File: src/rtl/ssl_tx.sv
//==============================================================================
// Module      : ssl_tx
// Description : Parallel-to-serial nibble transmitter, LSB nibble first, with
//               bit-offset tag and valid/ready handshake.
// Revision    : 1.0 - initial release
//==============================================================================
`default_nettype none

module ssl_tx #(
    parameter int NDATA = 128
) (
    input  logic                     clk,
    input  logic                     rst,
    input  logic                     ena,
    input  logic                     load,
    input  logic [NDATA-1:0]         din,
    output logic                     busy,
    output logic [3:0]               dout,
    output logic [$clog2(NDATA)-1:0] cntout,
    output logic                     dout_valid,
    input  logic                     dout_ready,
    output logic                     last,
    output logic                     done,
    output logic                     drop
);

    localparam int NDATA_LOG = $clog2(NDATA);
    localparam int NNIB      = NDATA / 4;
    localparam int IW        = NDATA_LOG - 2;
    localparam logic [IW-1:0] c_IDX_LAST = IW'(NNIB - 1);

    typedef enum logic [0:0] {
        S_IDLE = 1'b0,
        S_SEND = 1'b1
    } state_t;

    state_t           r_state;
    state_t           w_state_nxt;
    logic [NDATA-1:0] r_sh;
    logic [NDATA-1:0] w_sh_nxt;
    logic [IW-1:0]    r_idx;
    logic [IW-1:0]    w_idx_nxt;
    logic             r_done;
    logic             r_drop;

    logic w_send;
    logic w_last;
    logic w_xfer;
    logic w_xfer_last;
    logic w_acc;
    logic w_refuse;

    always_ff @(posedge clk) begin
        if (rst) begin
            r_state <= S_IDLE;
            r_sh    <= '0;
            r_idx   <= '0;
            r_done  <= 1'b0;
            r_drop  <= 1'b0;
        end else if (ena) begin
            r_state <= w_state_nxt;
            r_sh    <= w_sh_nxt;
            r_idx   <= w_idx_nxt;
            r_done  <= w_xfer_last;
            r_drop  <= w_refuse;
        end else begin
            r_done  <= 1'b0;
            r_drop  <= 1'b0;
        end
    end

    // A load that coincides with the final transfer is accepted so words
    // can stream back to back without an idle cycle.
    always_comb begin
        w_send      = (r_state == S_SEND);
        w_last      = w_send && (r_idx == c_IDX_LAST);
        w_xfer      = ena && w_send && dout_ready;
        w_xfer_last = w_xfer && w_last;
        w_acc       = ena && load && (!w_send || w_xfer_last);
        w_refuse    = ena && load && w_send && !w_xfer_last;

        w_state_nxt = r_state;
        w_sh_nxt    = r_sh;
        w_idx_nxt   = r_idx;

        if (w_acc) begin
            w_state_nxt = S_SEND;
            w_sh_nxt    = din;
            w_idx_nxt   = '0;
        end else if (w_xfer_last) begin
            w_state_nxt = S_IDLE;
            w_idx_nxt   = '0;
        end else if (w_xfer) begin
            w_sh_nxt    = {4'b0000, r_sh[NDATA-1:4]};
            w_idx_nxt   = r_idx + IW'(1);
        end
    end

    assign busy       = (r_state == S_SEND);
    assign dout_valid = (r_state == S_SEND);
    assign dout       = r_sh[3:0];
    assign cntout     = {r_idx, 2'b00};
    assign last       = (r_state == S_SEND) && (r_idx == c_IDX_LAST);
    assign done       = r_done;
    assign drop       = r_drop;

endmodule

`default_nettype wire

File: config.mk
export PLATFORM = sky130hd
export DESIGN_NAME = ssl_tx
export DESIGN_NICKNAME = d
export VERILOG_FILES = /design/src/rtl/ssl_tx.sv
export SDC_FILE = /design/constraint.sdc
export NUM_CORES = 1
export LEC_CHECK = 0
export ABC_AREA = 1
export CAP_MARGIN = 15
export CORE_AREA = 4 4 128 130
export DETAILED_ROUTE_END_ITERATION = 8
export DIE_AREA = 0 0 132 134
export GPL_ROUTABILITY_DRIVEN = 0
export PLACE_DENSITY = 0.83
export SLEW_MARGIN = 10
export SYNTH_ARGS = -nofsm -noshare
export SYNTH_HDL_FRONTEND = slang
export SYNTH_SLANG_ARGS = --single-unit
File: constraint.sdc
create_clock -name clk -period 2.7 [get_ports clk]
set_input_delay 0.54 -clock clk [delete_from_list [all_inputs] [get_ports clk]]
set_output_delay 0.54 -clock clk [all_outputs]
set_load 0.03 [all_outputs]
==> impl_metrics.sql <==
INSERT INTO impl_metrics (metric_group, metric, value, unit) VALUES
('final_layout', 'multiInputGateArea', '4203', 'um2'),
('power_and_ir_drop', 'ir_drop', '0.4538', 'mV'),
('detailed_routing', 'drtAntennaViolNets', '0', ''),
('power_and_ir_drop', 'power_per_cell_area', '589.2', 'nW/um2'),
('final_layout', 'count_of_inserted_antenna_diode_cells', '0', ''),
('sta', 'timing_max_transition_violations_final', '0', ''),
('worst_setup_path', 'cp_max_fo', '55', ''),
('grt', 'grt_antenna_before_repair', '0', ''),
('clock_tree', 'clock_insertion_delay_worst_skew', '0.42', 'ns'),
('power_and_ir_drop', 'totalPowerFinal', '5.932', 'mW'),
('clock_tree', 'cts.reportedPaths.clkPinSlew', '0.06', 'ns'),
('worst_setup_path', 'type_of_element_launching_the_critical_path', 'register', ''),
('detailed_routing', 'drt-total-wl', '20.39', 'mm'),
('clock_tree', 'htree_num_levels', '4', ''),
('sta', 'setup-tns-final', '0', 'ns'),
('grt', 'grt_pass1_vias', '7134', ''),
('logic_synthesis', 'synth.cell_area', '7934', 'um2'),
('detailed_routing', 'drc', '0', ''),
('clock_tree', 'post_cts.repair.setup_buffers', '0', ''),
('grt', 'grt_pass1_wl', '33.76', 'mm'),
('grt', 'grt_ovf', '0', ''),
('final_layout', 'fraction_of_layout_cells_with_a_size_suffix_above_1', '4.411', '%'),
('logic_synthesis', 'synth.yosys.warnings', '0', ''),
('grt', 'grt_start_max_net_pins', '133', ''),
('min_path', 'holdPathStages', '2', ''),
('floorplanning', 'core-area', '15150', 'um2'),
('final_layout', 'nets_final', '1506', ''),
('clock_tree', 'tritoncts_clock_tree', 'yes', ''),
('floorplanning', 'dieWidth', '132', 'um'),
('sta', 'period_share', '89.19', '%'),
('worst_setup_path', 'worst-r2r-cell-count', '11', ''),
('detailed_routing', 'post_drt_via_cell_ratio', '5.109', ''),
('logic_synthesis', 'yosysSeqAreaShare', '34.32', '%'),
('worst_setup_path', 'critical_path.reg2reg.startpoint', 'r_idx[0]', ''),
('min_path', 'class_of_the_worst_hold_path', 'reg2reg', ''),
('floorplanning', 'initial_util', '52.38', '%'),
('logic_synthesis', 'post_synth.cell_area_avg', '6.094', 'um2'),
('clock_tree', 'total_cts_buffers', '17', ''),
('worst_setup_path', 'regToRegEndpoint', 'r_sh[42]', ''),
('logic_synthesis', 'synth-seq-cells', '136', ''),
('floorplanning', 'fp.dieArea', '17690', 'um2'),
('floorplanning', 'die_y', '134', 'um'),
('clock_tree', 'cts_max_path_buffers', '2', ''),
('logic_synthesis', 'post_synth_inst_count', '1302', ''),
('min_path', 'worst_hold_startpoint', 'r_sh[124]', ''),
('run', 'cap_violations', '0', ''),
('final_layout', 'layout.area.seq', '2723', 'um2'),
('sta', 'post-route-min-period', '2.408', 'ns'),
('detailed_routing', 'drt_iter0_markers', '690', ''),
('logic_synthesis', 'yosys.area.top_type', 'sky130_fd_sc_hd__dfxtp_1', ''),
('sta', 'grt_setup_unrepaired', 'no', ''),
('worst_setup_path', 'critical_path_required', '3.04', 'ns'),
('place', 'port_buffers', '146', ''),
('logic_synthesis', 'netlist.area_leader.share', '34.32', '%'),
('status', 'run_status', 'complete, no violations', ''),
('sta', 'hold-worst-slack', '0.5081', 'ns'),
('clock_tree', 'post_cts_resized', '0', ''),
('worst_setup_path', 'worst_setup_path_end_kind', 'register', ''),
('logic_synthesis', 'synth_top_cells_by_area', 'sky130_fd_sc_hd__dfxtp_1 (34%), sky130_fd_sc_hd__nand2_1 (18%), sky130_fd_sc_hd__o211ai_1 (12%)', ''),
('sta', 'timing.clock.skew', '0.006410', 'ns'),
('worst_setup_path', 'crit_arrival', '2.75', 'ns'),
('sta', 'tightest_slew', '0.6555', 'ns'),
('detailed_routing', 'first_pass_drt_iterations', '5', ''),
('worst_setup_path', 'crit_type', 'reg2reg', ''),
('worst_setup_path', 'flop2flop_setup_slack', '0.29', 'ns'),
('sta', 'setup_violating_endpoint_count_in_the_final_report', '0', ''),
('final_layout', 'fillCellCount', '1300', ''),
('final_layout', 'syn2layout_area_growth', '26.90', '%'),
('min_path', 'whs_endpoint', 'r_sh[124]', ''),
('clock_tree', 'clk_root_buffer_cell', 'sky130_fd_sc_hd__clkbuf_16', ''),
('sta', 'fmaxAchievable', '415.2', 'MHz');
## registers in the layout, indices dropped and copies added, names as in the netlist
name	count
r_sh	128
busy	1
r_idx	5
drop	1
done	1
## placed cells by master (no fill, tap or decap), drive strengths merged
cell type      instances
bufinv                 5
inv                  131
clkinvlp               4
dfxtp                136
ha                     2
nand4                  3
conb                   2
clkinv                 3
a21oi                  9
nor3                   2
nand3                131
xnor2                  1
buf                   21
nor2                 251
clkdlybuf4s50        145
nand2                390
clkbuf                19
o211ai               128
## per-stage QoR
stage	setup slack [ns]	cell area [um2]	cells
after floorplan	0.4254	7938	1303
after detailed placement	0.1886	9417	1540
after CTS	0.3014	10070	1571
after global placement	0.2478	9417	1540
after global routing	0.08998	10070	1571
final	0.2918	10070	1571
## Yosys cell counts (all sizes together)
cell,n
nand2,390
nor2,251
dfxtp,136
inv,131
nand3,131
o211ai,128
buf,62
clkbuf,55
a21oi,9
nand4,3
ha,2
nor3,2
conb,1
xnor2,1
## cells by family after synthesis
logic type                 count (synthesis)  synth area share [%]
AOI/OAI and AO/OA                        137                 12.68
xor gates and xnor gates                   1                0.1104
adders and majority gates                  2                0.3154
buffers and inverters                    248                 13.31
DFF                                      136                 34.32
other                                      1               0.04727
and+or+nand+nor                          777                 39.22
## per-layer routing
metal,wire length [um],track usage [%]
met5,0,0
met4,274,6.301
met3,1231,5.401
met2,9568,36.80
met1,9316,29.62
## how the worst max path moves through the flow
stage,from,to,depth (start not counted)
floorplan,r_idx[0],last,7
global placement,ena,r_sh[31],8
detailed placement,ena,r_sh[42],8
CTS,r_idx[0],r_sh[42],11
global route,r_idx[1],r_sh[26],11
finish,r_idx[0],r_sh[42],11
## worst max-delay path, cell delays in order (launching register included)
cell and delay (ns):
sky130_fd_sc_hd__dfxtp_1 0.41, sky130_fd_sc_hd__ha_1 0.19, sky130_fd_sc_hd__nand2_1 0.07, sky130_fd_sc_hd__nor2_1 0.17, sky130_fd_sc_hd__ha_4 0.19, sky130_fd_sc_hd__nand4_2 0.18, sky130_fd_sc_hd__nand2_4 0.17, sky130_fd_sc_hd__buf_4 0.49
sky130_fd_sc_hd__nand3_1 0.18, sky130_fd_sc_hd__nand2_1 0.11, sky130_fd_sc_hd__nor2_1 0.04, sky130_fd_sc_hd__nor2_1 0.12
## area by class of cell
type / count / share of cell area (%)
tap: 188 / 2.336
clock buffer: 19 / 4.499
timing repair buffer: 166 / 17.47
inverter: 131 / 4.934
multi-input combinational: 919 / 41.74
sequential: 136 / 27.04
clock inverter: 12 / 1.976
## report_power, final
part | switching [mW] | total (mW) | internal [mW] | leakage, nW
clock network | 0.890 | 2.57 | 1.68 | 0.307
registers | 0.0827 | 2.25 | 2.17 | 1.12
logic | 0.587 | 1.11 | 0.523 | 3.16
total | 1.56 | 5.93 | 4.37 | 4.59
No activity file was read; power rests on OpenSTA's default activity.
